[src/rtl/grid_encoder.sv]
// Ten-row grid encoder: captures ten 10-bit rows, expands each cell into a
// 2-bit code one column per clock, then publishes all ten 20-bit rows at once.
module grid_encoder #(
    parameter logic [1:0] ON_CODE  = 2'b01,
    parameter logic [1:0] OFF_CODE = 2'b00
) (
    input  logic        clk_in,
    input  logic        reset_n_in,
    input  logic        start_in,
    input  logic [9:0]  row1,
    input  logic [9:0]  row2,
    input  logic [9:0]  row3,
    input  logic [9:0]  row4,
    input  logic [9:0]  row5,
    input  logic [9:0]  row6,
    input  logic [9:0]  row7,
    input  logic [9:0]  row8,
    input  logic [9:0]  row9,
    input  logic [9:0]  row10,
    output logic [19:0] row1_out,
    output logic [19:0] row2_out,
    output logic [19:0] row3_out,
    output logic [19:0] row4_out,
    output logic [19:0] row5_out,
    output logic [19:0] row6_out,
    output logic [19:0] row7_out,
    output logic [19:0] row8_out,
    output logic [19:0] row9_out,
    output logic [19:0] row10_out,
    output logic        busy,
    output logic        done
);

    typedef enum logic [1:0] {
        IDLE   = 2'd0,
        ENCODE = 2'd1,
        OUTPUT = 2'd2
    } state_t;

    state_t      state_r;
    state_t      next_state_s;
    logic [3:0]  idx_r;
    logic [9:0]  rows_s [10];
    logic [9:0]  cap_r  [10];
    logic [19:0] acc_r  [10];
    logic [19:0] out_r  [10];
    logic        busy_r;
    logic        done_r;

    assign rows_s[0] = row1;
    assign rows_s[1] = row2;
    assign rows_s[2] = row3;
    assign rows_s[3] = row4;
    assign rows_s[4] = row5;
    assign rows_s[5] = row6;
    assign rows_s[6] = row7;
    assign rows_s[7] = row8;
    assign rows_s[8] = row9;
    assign rows_s[9] = row10;

    assign row1_out  = out_r[0];
    assign row2_out  = out_r[1];
    assign row3_out  = out_r[2];
    assign row4_out  = out_r[3];
    assign row5_out  = out_r[4];
    assign row6_out  = out_r[5];
    assign row7_out  = out_r[6];
    assign row8_out  = out_r[7];
    assign row9_out  = out_r[8];
    assign row10_out = out_r[9];
    assign busy      = busy_r;
    assign done      = done_r;

    // State register.
    always_ff @(posedge clk_in or negedge reset_n_in) begin
        if (!reset_n_in) begin
            state_r <= IDLE;
        end else begin
            state_r <= next_state_s;
        end
    end

    // Next-state decode; start is only honoured from IDLE.
    always_comb begin
        next_state_s = state_r;
        case (state_r)
            IDLE: begin
                if (start_in) begin
                    next_state_s = ENCODE;
                end else begin
                    next_state_s = IDLE;
                end
            end
            ENCODE: begin
                if (idx_r == 4'd9) begin
                    next_state_s = OUTPUT;
                end else begin
                    next_state_s = ENCODE;
                end
            end
            OUTPUT:  next_state_s = IDLE;
            default: next_state_s = IDLE;
        endcase
    end

    // Capture, per-column encode and publish datapath.
    always_ff @(posedge clk_in or negedge reset_n_in) begin
        if (!reset_n_in) begin
            idx_r  <= 4'd0;
            busy_r <= 1'b0;
            done_r <= 1'b0;
            for (int r = 0; r < 10; r++) begin
                cap_r[r] <= 10'd0;
                acc_r[r] <= 20'd0;
                out_r[r] <= 20'd0;
            end
        end else begin
            done_r <= 1'b0;
            case (state_r)
                IDLE: begin
                    if (start_in) begin
                        idx_r  <= 4'd0;
                        busy_r <= 1'b1;
                        for (int r = 0; r < 10; r++) begin
                            cap_r[r] <= rows_s[r];
                            acc_r[r] <= 20'd0;
                        end
                    end
                end
                ENCODE: begin
                    for (int r = 0; r < 10; r++) begin
                        acc_r[r][{idx_r, 1'b0} +: 2] <= cap_r[r][idx_r] ? ON_CODE : OFF_CODE;
                    end
                    // Index parks at the last column instead of wrapping.
                    idx_r <= (idx_r == 4'd9) ? idx_r : idx_r + 4'd1;
                end
                OUTPUT: begin
                    for (int r = 0; r < 10; r++) begin
                        out_r[r] <= acc_r[r];
                    end
                    done_r <= 1'b1;
                    busy_r <= 1'b0;
                end
                default: begin
                    busy_r <= 1'b0;
                end
            endcase
        end
    end

endmodule

[config.mk]
export PLATFORM = sky130hd
export DESIGN_NAME = grid_encoder
export DESIGN_NICKNAME = d
export VERILOG_FILES = /design/src/rtl/grid_encoder.sv
export SDC_FILE = /design/constraint.sdc
export NUM_CORES = 1
export LEC_CHECK = 0
export CAP_MARGIN = 20
export CORE_MARGIN = 3
export CORE_UTILIZATION = 46
export CTS_CLUSTER_DIAMETER = 100
export DETAILED_ROUTE_END_ITERATION = 12
export GPL_TIMING_DRIVEN = 0
export MAX_ROUTING_LAYER = met4
export PLACE_DENSITY = 0.77
export SLEW_MARGIN = 40
export SYNTH_ARGS = -nofsm -noshare
export SYNTH_HDL_FRONTEND = slang
export SYNTH_SLANG_ARGS = --single-unit
export TNS_END_PERCENT = 1
[constraint.sdc]
create_clock -name clk_in -period 2.9 [get_ports clk_in]
set_clock_uncertainty 0.15 [all_clocks]
set_input_delay 0.58 -clock clk_in [delete_from_list [all_inputs] [get_ports clk_in]]
set_output_delay 0.58 -clock clk_in [all_outputs]
set_load 0.005 [all_outputs]
======== Word level (Yosys, flattened, before mapping) ========
Index checks and enable logic that the tools add are counted.
cells by class
  add/subtract/negate cells ............... 2
  $lt $le $gt $ge ......................... 1
  eq/ne operators ......................... 5
  shift-type cells ........................ 11
  muxes and demuxes ....................... 51
  bitwise operators ....................... 1
  reduce and logical (&&, ||, !) cells .... 6
operator list
  cell                                                                          count
  200-bit one-hot mux with 2 select lines                                       1
  20-bit bitwise mux                                                            10
  200-bit two-way mux                                                           1
  2-bit by 7-bit indexed part select with 20-bit output                         10
  1-bit binary-select mux with 4-bit select                                     10
  1-bit two-way mux                                                             23
  2-bit by 7-bit variable shift with 20-bit output, first input constant        1
  4-bit two-way mux                                                             2
  4-bit one-hot mux with 2 select lines                                         1
  5-bit negation with 7-bit output                                              1
  2-bit AND reduction                                                           3
  4-bit by 5-bit less-than comparator with 1-bit output, second input constant  1
  4-bit by 1-bit adder with 4-bit output, second input constant                 1
  4-bit == test, second input constant                                          1
  2-bit inequality test, second input constant                                  2
  2-bit one-hot mux with 2 select lines                                         1
  3-bit AND reduction                                                           1
  2-bit by 1-bit == test with 1-bit output, second input constant               1
  2-bit == test, second input constant                                          1
  2-bit zero test                                                               1
  2-bit two-way mux                                                             1
  1-bit one-hot mux with 2 select lines                                         1
  2-bit nonzero test                                                            1
  1-bit NOT                                                                     1
word-level totals
  bits in registers ....................... 508
  bits of input ports ..................... 103
  output and inout bits ................... 202
  logic and storage cells ................. 111

======== Logic depth before layout (Yosys ltp) ========
Gate-level depths: netlist of the first run.
  depth after elaboration ................. 6
  gate-level depth with buffers ........... 10
  depth with buffers taken out ............ 6

======== Worst setup path before layout of the first run ========
No wires, ideal clock.
  path kind ............................... register to register
  start ................................... register idx_r[1]
  end ..................................... register acc_r[80] in the netlist's numbering
  setup time .............................. 0.142 ns
  arrival ................................. 2.389 ns
  slack ................................... 0.219 ns
  cell stages (with the launch flop) ...... 10
  buffers on the path ..................... 4
  path through ............................ dfrtp_1 buf_2 buf_4 inv_1 ha_1 clkbuf_1 or4b_4 nor4b_4 buf_4 a21oi_2
on the way
  word-level cells in the longest chain between the ends .. 6
  elaborated cells on any way between the ends .. 8
  those cells by class .................... add/sub (1); shift (2); mux (5)
RTL lines
  what                                                   RTL line  source
  start: declaration                                     42        logic [3:0] idx_r;
  start signal: assignment                               135       idx_r <= (idx_r == 4'd9) ? idx_r : idx_r + 4'd1;
  1-bit binary-select mux with 4-bit select              132       acc_r[r][{idx_r, 1'b0} +: 2] <= cap_r[r][idx_r] ? ON_CODE : OFF_CODE;
  1-bit two-way mux (implied by the code)                132
  1-bit two-way mux                                      132
  2-bit by 7-bit indexed part select with 20-bit output  132
  20-bit bitwise mux (*)                                 132
  200-bit one-hot mux with 2 select lines (*)            119       case (state_r)
  end signal: indexed assignment                         132
  end: declaration                                       45        logic [19:0] acc_r [10];
Mark *: on every way between the ends. The rest lies on a longest branch, timed or not. The select of a mux whose other input is x is not followed.
A chain may end at the register's enable or synchronous reset.

======== Worst setup path in the final report of the first run ========
  start ................................... register idx_r[1]
  end ..................................... register acc_r[86] in the netlist's numbering
Same word-level chain as after synthesis.

==> results of run 1 <==
-- power groups by stage --
stage          sequential [mW]  clock [mW]  combinational (mW)
6_report                  6.90        4.23                7.18
5_1_grt                   7.07        4.43                7.82
4_1_cts                   6.89        4.26                7.05
3_5_place_dp              6.96           0                6.96
3_3_place_gp              6.89           0                6.76
2_1_floorplan             6.65           0                4.30
-- cell type report --
| type | instances | area (um^2) |
|---|---|---|
| Clock inverter | 6 | 67.56 |
| Buffer | 183 | 1175 |
| Sequential cell | 308 | 7709 |
| Clock buffer | 50 | 1012 |
| Inverter | 6 | 22.52 |
| Tap cell | 384 | 480.5 |
| Multi-Input combinational cell | 1062 | 5318 |
| Timing Repair Buffer | 210 | 2175 |
| Fill cell | 2451 | 11130 |
-- cell usage in the layout, fill, tap and decap left out, types with 20 or more instances in the layout --
| cell | instances |
|---|---|
| conb_1 | 100 |
| clkbuf_16 | 35 |
| clkbuf_1 | 56 |
| nand2_1 | 631 |
| o211ai_1 | 30 |
| nand3_1 | 21 |
| buf_4 | 104 |
| mux2i_1 | 40 |
| o2bb2ai_1 | 29 |
| clkdlybuf4s50_1 | 203 |
| dfrtp_1 | 307 |
| o21ai_0 | 28 |
| nor2_1 | 20 |
-- state kept, by name (all words and copies together), names as in the netlist --
name and count:
busy 1, row10_out 10, row4_out 10, row8_out 10, acc_r 100, row6_out 10
done 1, row2_out 10, row7_out 10, idx_r 4, cap_r 100, row3_out 10
row9_out 10, state_r 2, row1_out 10, row5_out 10
-- cells by family after synthesis --
family          count (synthesis)
compound gates                187
xor+xnor                        2
fa+ha+maj                       5
flops                         308
buf+inv                       191
other cells                     1
simple gates                  721
mux                            47
-- stage by stage --
| stage | hold WS, ps | TNS [ps] |
|---|---|---|
| floorplan | 134.4 | 0 |
| global placement | 297.5 | -3594430 |
| detailed placement | 303.7 | -14460 |
| CTS | 319.8 | -410.9 |
| global route | 338.7 | -3.406 |
| finish | 315.8 | 0 |
-- worst min-delay path, stage by stage, from the launching register on --
cell and delay [ps]:
dfrtp_1 340, nand2_1 50, nand2_1 50
-- final timing paths --
kind / from / to / slack, ps
min: acc_r[0] / row10_out[0] / 320
min reg2reg: acc_r[0] / row10_out[0] / 320
max reg2reg: idx_r[1] / acc_r[86] / 50
max in group asynchronous: reset_n_in / cap_r[98] / 870
min in group asynchronous: reset_n_in / row1_out[14] / 380
max: idx_r[1] / acc_r[86] / 50
-- layer usage --
metal	up-vias	wire length, um
met2	474	18560
met3	71	2924
met5	-	0
li1	5288	-
met4	0	907
met1	5465	17140
-- repair_timing --
action | 4_1_cts | 5_1_grt
endpoints found under the setup margin | 90 | 91
hold buffers | 1 | 0
setup buffers | 1 | 0
gates resized for setup | 8 | 10
pin swaps | 1 | 1
hold endpoints to repair | 28 | 0
==> results.json, run 1 <==
{
  "status": "finished, final reports clean",
  "end_kind": "flop",
  "synth_area_um2": 13790,
  "antenna_found_initial": 0,
  "gp_congestion": 0.8674,
  "wl_per_cell_um": 17.89,
  "cts.sinks": 308,
  "ys_types": 62,
  "clock_latency_ps": 520,
  "synth_seq_cells": 308,
  "synth.top_cell.area_share_pct": 55.89,
  "slew_violations": 0,
  "initial_utilization_pct": 47.40,
  "synthTopCellsByArea": "dfrtp_1, nand2_1, buf_4",
  "die_area_um2": 32090,
  "worst_pin_slew_ps": 848.9,
  "use_met3_pct": 3.600,
  "antenna_cells": 0,
  "critPathRequiredTime_ps": 3140,
  "root_buffer": "clkbuf_16",
  "ys_top_cells_by_count": "nand2_1, dfrtp_1, buf_4",
  "critPathSlowestCell": "o41ai_2",
  "start_kind": "flop",
  "max_freq_ghz": 0.3505,
  "ioPinCount": 305,
  "io_buffer_count": 204,
  "cts.clk_slew.worst_paths_ps": 60,
  "area_growth_pct": 30.23,
  "nets": 1913,
  "combPwrFrac_pct": 39.2,
  "core_area_um2": 29090,
  "leakagePower_nw": 9.104,
  "drtIter0Drc": 1069,
  "holdPathStages": 2,
  "worstHoldPathType": "reg -> reg",
  "synth_compound_area_share_pct": 9.990,
  "final_cells": 2209,
  "netSwitchingPower_mw": 6.936,
  "cts_buffer_depth": 3,
  "cpLargestDelayFamily": "compound AO/OA/AOI/OAI gates",
  "dp.cells": 2153,
  "fp.dieH_um": 179.1,
  "synth_simple_gate_area_share_pct": 20.96,
  "crit_cells": 8,
  "rows": 62,
  "power_frac_seq_pct": 37.7,
  "async_reset_ff_share_pct": 100.0,
  "synth.most_common_cell": "nand2_1",
  "total_power_mw": 18.31,
  "die_x_um": 179.1,
  "grt-ovfl-total": 0,
  "final_antenna_net_count": 0,
  "grt_pass1_vias": 11149,
  "synth.largest_area_cell": "dfrtp_1",
  "postSynthAreaPerCell_um2": 9.432,
  "wirelength_mm": 39.53,
  "reg2reg_depth": 8,
  "busiest_layer": "met2",
  "placed_area_um2": 16810,
  "met2_usage_pct": 39.59,
  "arrival_ps": 3100,
  "crit_fanout": 10,
  "swShare_pct": 37.87,
  "vias": 11298,
  "synth_fa_ha_area_share_pct": 0.4537,
  "rsz0062_at_grt": "yes",
  "synth-main-ff-cell": "dfrtp_1",
  "yosysSeqAreaShare_pct": 55.89,
  "relSlewSlack_pct": 43.41,
  "htree_levels": 2,
  "maxCapViolCount": 0,
  "fin_area_um2": 17960,
  "fin_util_pct": 61.73,
  "power_density_nw_per_um2": 1020,
  "synth_edf_count": 0,
  "globalRouteMet1Util_pct": 35.19,
  "worstPathCellList": "buf_6, buf_6, inv_1, ha_4, buf_2, o41ai_2, a31oi_4, a2bb2o_1",
  "hpwl_mm": 28.56,
  "synth_xor_area_share_pct": 0.1270,
  "grt_max_degree": 79,
  "grt_pass1_wl_mm": 61.29,
  "cts_buffers": 34,
  "max_stage_delay_ps": 610,
  "cts_tree": "yes",
  "crit_path_frequent_cell": "buf_6",
  "post-route-drc-count": 0,
  "finalHoldViolCount": 0,
  "grt.total_usage_pct": 25.30,
  "fin_ws_ps": 47.25,
  "drive_above_1_share_pct": 12.99,
  "worst-setup-path-type": "reg -> reg",
  "routed_via_density": 5.115,
  "place_ws_ps": -317.4,
  "synthMuxAreaShare_pct": 3.938,
  "fin_crit_sh_pct": 98.37,
  "clockPowerShare_pct": 23.1,
  "syn_inst": 1462,
  "setup_violations": 0,
  "worst-path-buf-inv": 4,
  "synth_top_family_by_area": "simple AND/OR/NAND/NOR gates",
  "firstDrtPassIters": 7,
  "p_int_mw": 11.38,
  "period_needed_ps": 2853,
  "ir_drop_mv": 0.4652,
  "ys_warn_count": 0
}
No activity file was read; power rests on OpenSTA's default activity.
==> inputs of run 2 (changes only) <==
--- a/config.mk
+++ b/config.mk
@@ -7,13 +7,13 @@
 export LEC_CHECK = 0
 export CAP_MARGIN = 20
 export CORE_MARGIN = 3
-export CORE_UTILIZATION = 46
+export CORE_UTILIZATION = 47
+export CTS_BUF_LIST = sky130_fd_sc_hd__clkbuf_4
 export CTS_CLUSTER_DIAMETER = 100
 export DETAILED_ROUTE_END_ITERATION = 12
 export GPL_TIMING_DRIVEN = 0
 export MAX_ROUTING_LAYER = met4
-export PLACE_DENSITY = 0.77
-export SLEW_MARGIN = 40
+export PLACE_DENSITY = 0.83
 export SYNTH_ARGS = -nofsm -noshare
 export SYNTH_HDL_FRONTEND = slang
 export SYNTH_SLANG_ARGS = --single-unit
==> results.json, run 2 (same netlist as run 1, synthesis figures left out) <==
{
  "fin_util_pct": 61.86,
  "top_regs": "acc_r (100), cap_r (100)",
  "crit_path_start": "idx_r[0]",
  "leakagePower_nw": 9.119,
  "rows": 62,
  "wirelength_mm": 39.24,
  "period_needed_ps": 2862,
  "vias": 11579,
  "final_cell_mix": "nand2_1, dfrtp_1, clkdlybuf4s50_1, clkbuf_4, buf_4",
  "grt_pass1_wl_mm": 60.95,
  "antenna_found_initial": 1,
  "grt.total_usage_pct": 25.77,
  "place_ws_ps": -346.0,
  "max_freq_ghz": 0.3494,
  "final_antenna_net_count": 0,
  "fp.dieH_um": 177.3,
  "end_kind": "flop",
  "die_area_um2": 31430,
  "drtIter0Drc": 1011,
  "min-delay-start": "row7[7]",
  "root_buffer": "clkbuf_4",
  "reg2reg_from": "idx_r[0]",
  "critPathRequiredTime_ps": 3300,
  "htree_levels": 3,
  "finalSetupTns_ps": 0,
  "crit_fanout": 10,
  "grt_pass1_vias": 11430,
  "use_met3_pct": 6.585,
  "io_buffer_count": 204,
  "status": "finished, final reports clean",
  "slew_violations": 0,
  "routed_via_density": 5.056,
  "initial_utilization_pct": 47.91,
  "area_growth_pct": 29.10,
  "worstHoldPathType": "in -> reg",
  "cts_tree": "yes",
  "cts.sinks": 308,
  "maxCapViolCount": 0,
  "nets": 1957,
  "whs_ps": 239.3,
  "ir_drop_mv": 0.4170,
  "relSlewSlack_pct": 20.07,
  "cts_buffers": 79,
  "drive_above_1_share_pct": 16.17,
  "grt-ovfl-total": 0,
  "arrival_ps": 3260,
  "wl_per_cell_um": 17.13,
  "met2_usage_pct": 39.07,
  "gp_congestion": 0.8762,
  "clock_latency_ps": 730,
  "core_area_um2": 28780,
  "grt_max_degree": 128,
  "die_x_um": 177.3,
  "start_kind": "flop",
  "rsz0062_at_grt": "yes",
  "fin_crit_sh_pct": 98.70,
  "fin_ws_ps": 37.60,
  "cts.clk_slew.worst_paths_ps": 70,
  "cts_buffer_depth": 3,
  "power_density_nw_per_um2": 992.3,
  "worst-setup-path-type": "reg -> reg",
  "final_common_cell": "nand2_1",
  "finalHoldViolCount": 0,
  "setup_violations": 0,
  "ioPinCount": 305,
  "final_cells": 2290,
  "hpwl_mm": 28.48,
  "globalRouteMet1Util_pct": 33.66,
  "busiest_layer": "met2",
  "firstDrtPassIters": 5,
  "post-route-drc-count": 0,
  "dp.cells": 2151,
  "worst_pin_slew_ps": 1186
}
run 2: power by group:
group / switching [mW] / internal (mW) / leakage, nW / total [mW]
logic: 4.27 / 2.99 / 4.47 / 7.25
registers: 0.995 / 5.90 / 4.09 / 6.90
clock network: 1.75 / 1.76 / 0.563 / 3.52
total: 7.01 / 10.7 / 9.12 / 17.7
run 2: cell type report:
| cell class | count | area (um^2) |
|---|---|---|
| repair buffers | 208 | 2120 |
| multi-input cells | 1062 | 5315 |
| well taps | 384 | 480.5 |
| clock buffers | 110 | 825.8 |
| diodes | 1 | 2.502 |
| clock inverters | 27 | 127.6 |
| flip-flops and latches | 308 | 7710 |
| plain buffers | 184 | 1199 |
| inverters | 6 | 22.52 |
| fillers | 2395 | 10980 |
run 2: stage by stage:
step | area, um^2 | power [mW]
5_1_grt | 17800 | 18.79
3_3_place_gp | 16680 | 13.65
4_1_cts | 17730 | 17.52
3_5_place_dp | 16740 | 13.94
6_report | 17800 | 17.67
2_1_floorplan | 14160 | 10.95
run 2: worst paths after layout:
check | slack (ps) | depth (start not counted) | endpoint
setup / recovery | 40 | 7 | acc_r[152]
min in group asynchronous | 320 | 2 | row8_out[6]
max in group asynchronous | 1190 | 3 | cap_r[11]
setup reg to reg | 40 | 7 | acc_r[152]
hold / removal | 240 | 3 | cap_r[37]
hold reg to reg | 300 | 2 | row6_out[12]
run 2: critical path, cell delays in order, from the launching register on:
cell and delay, ps:
dfrtp_2 440, buf_12 160, buf_8 140, buf_6 190
mux2i_1 250, o22ai_1 200, o21ai_0 970, a22oi_1 170
run 2: repair_timing:
item,in CTS,in global routing
hold buffers,1,0
gates resized for setup,12,18
endpoints found under the hold margin,90,0
pin swaps,1,0
buffers inserted,1,0
setup endpoints to repair,100,92
run 2: per-layer routing:
metal  vias up  routed length, um
met2       563              18170
met5         -                  0
met4         0               1437
met1      5476              16220
li1       5433                  -
met3       107               3410
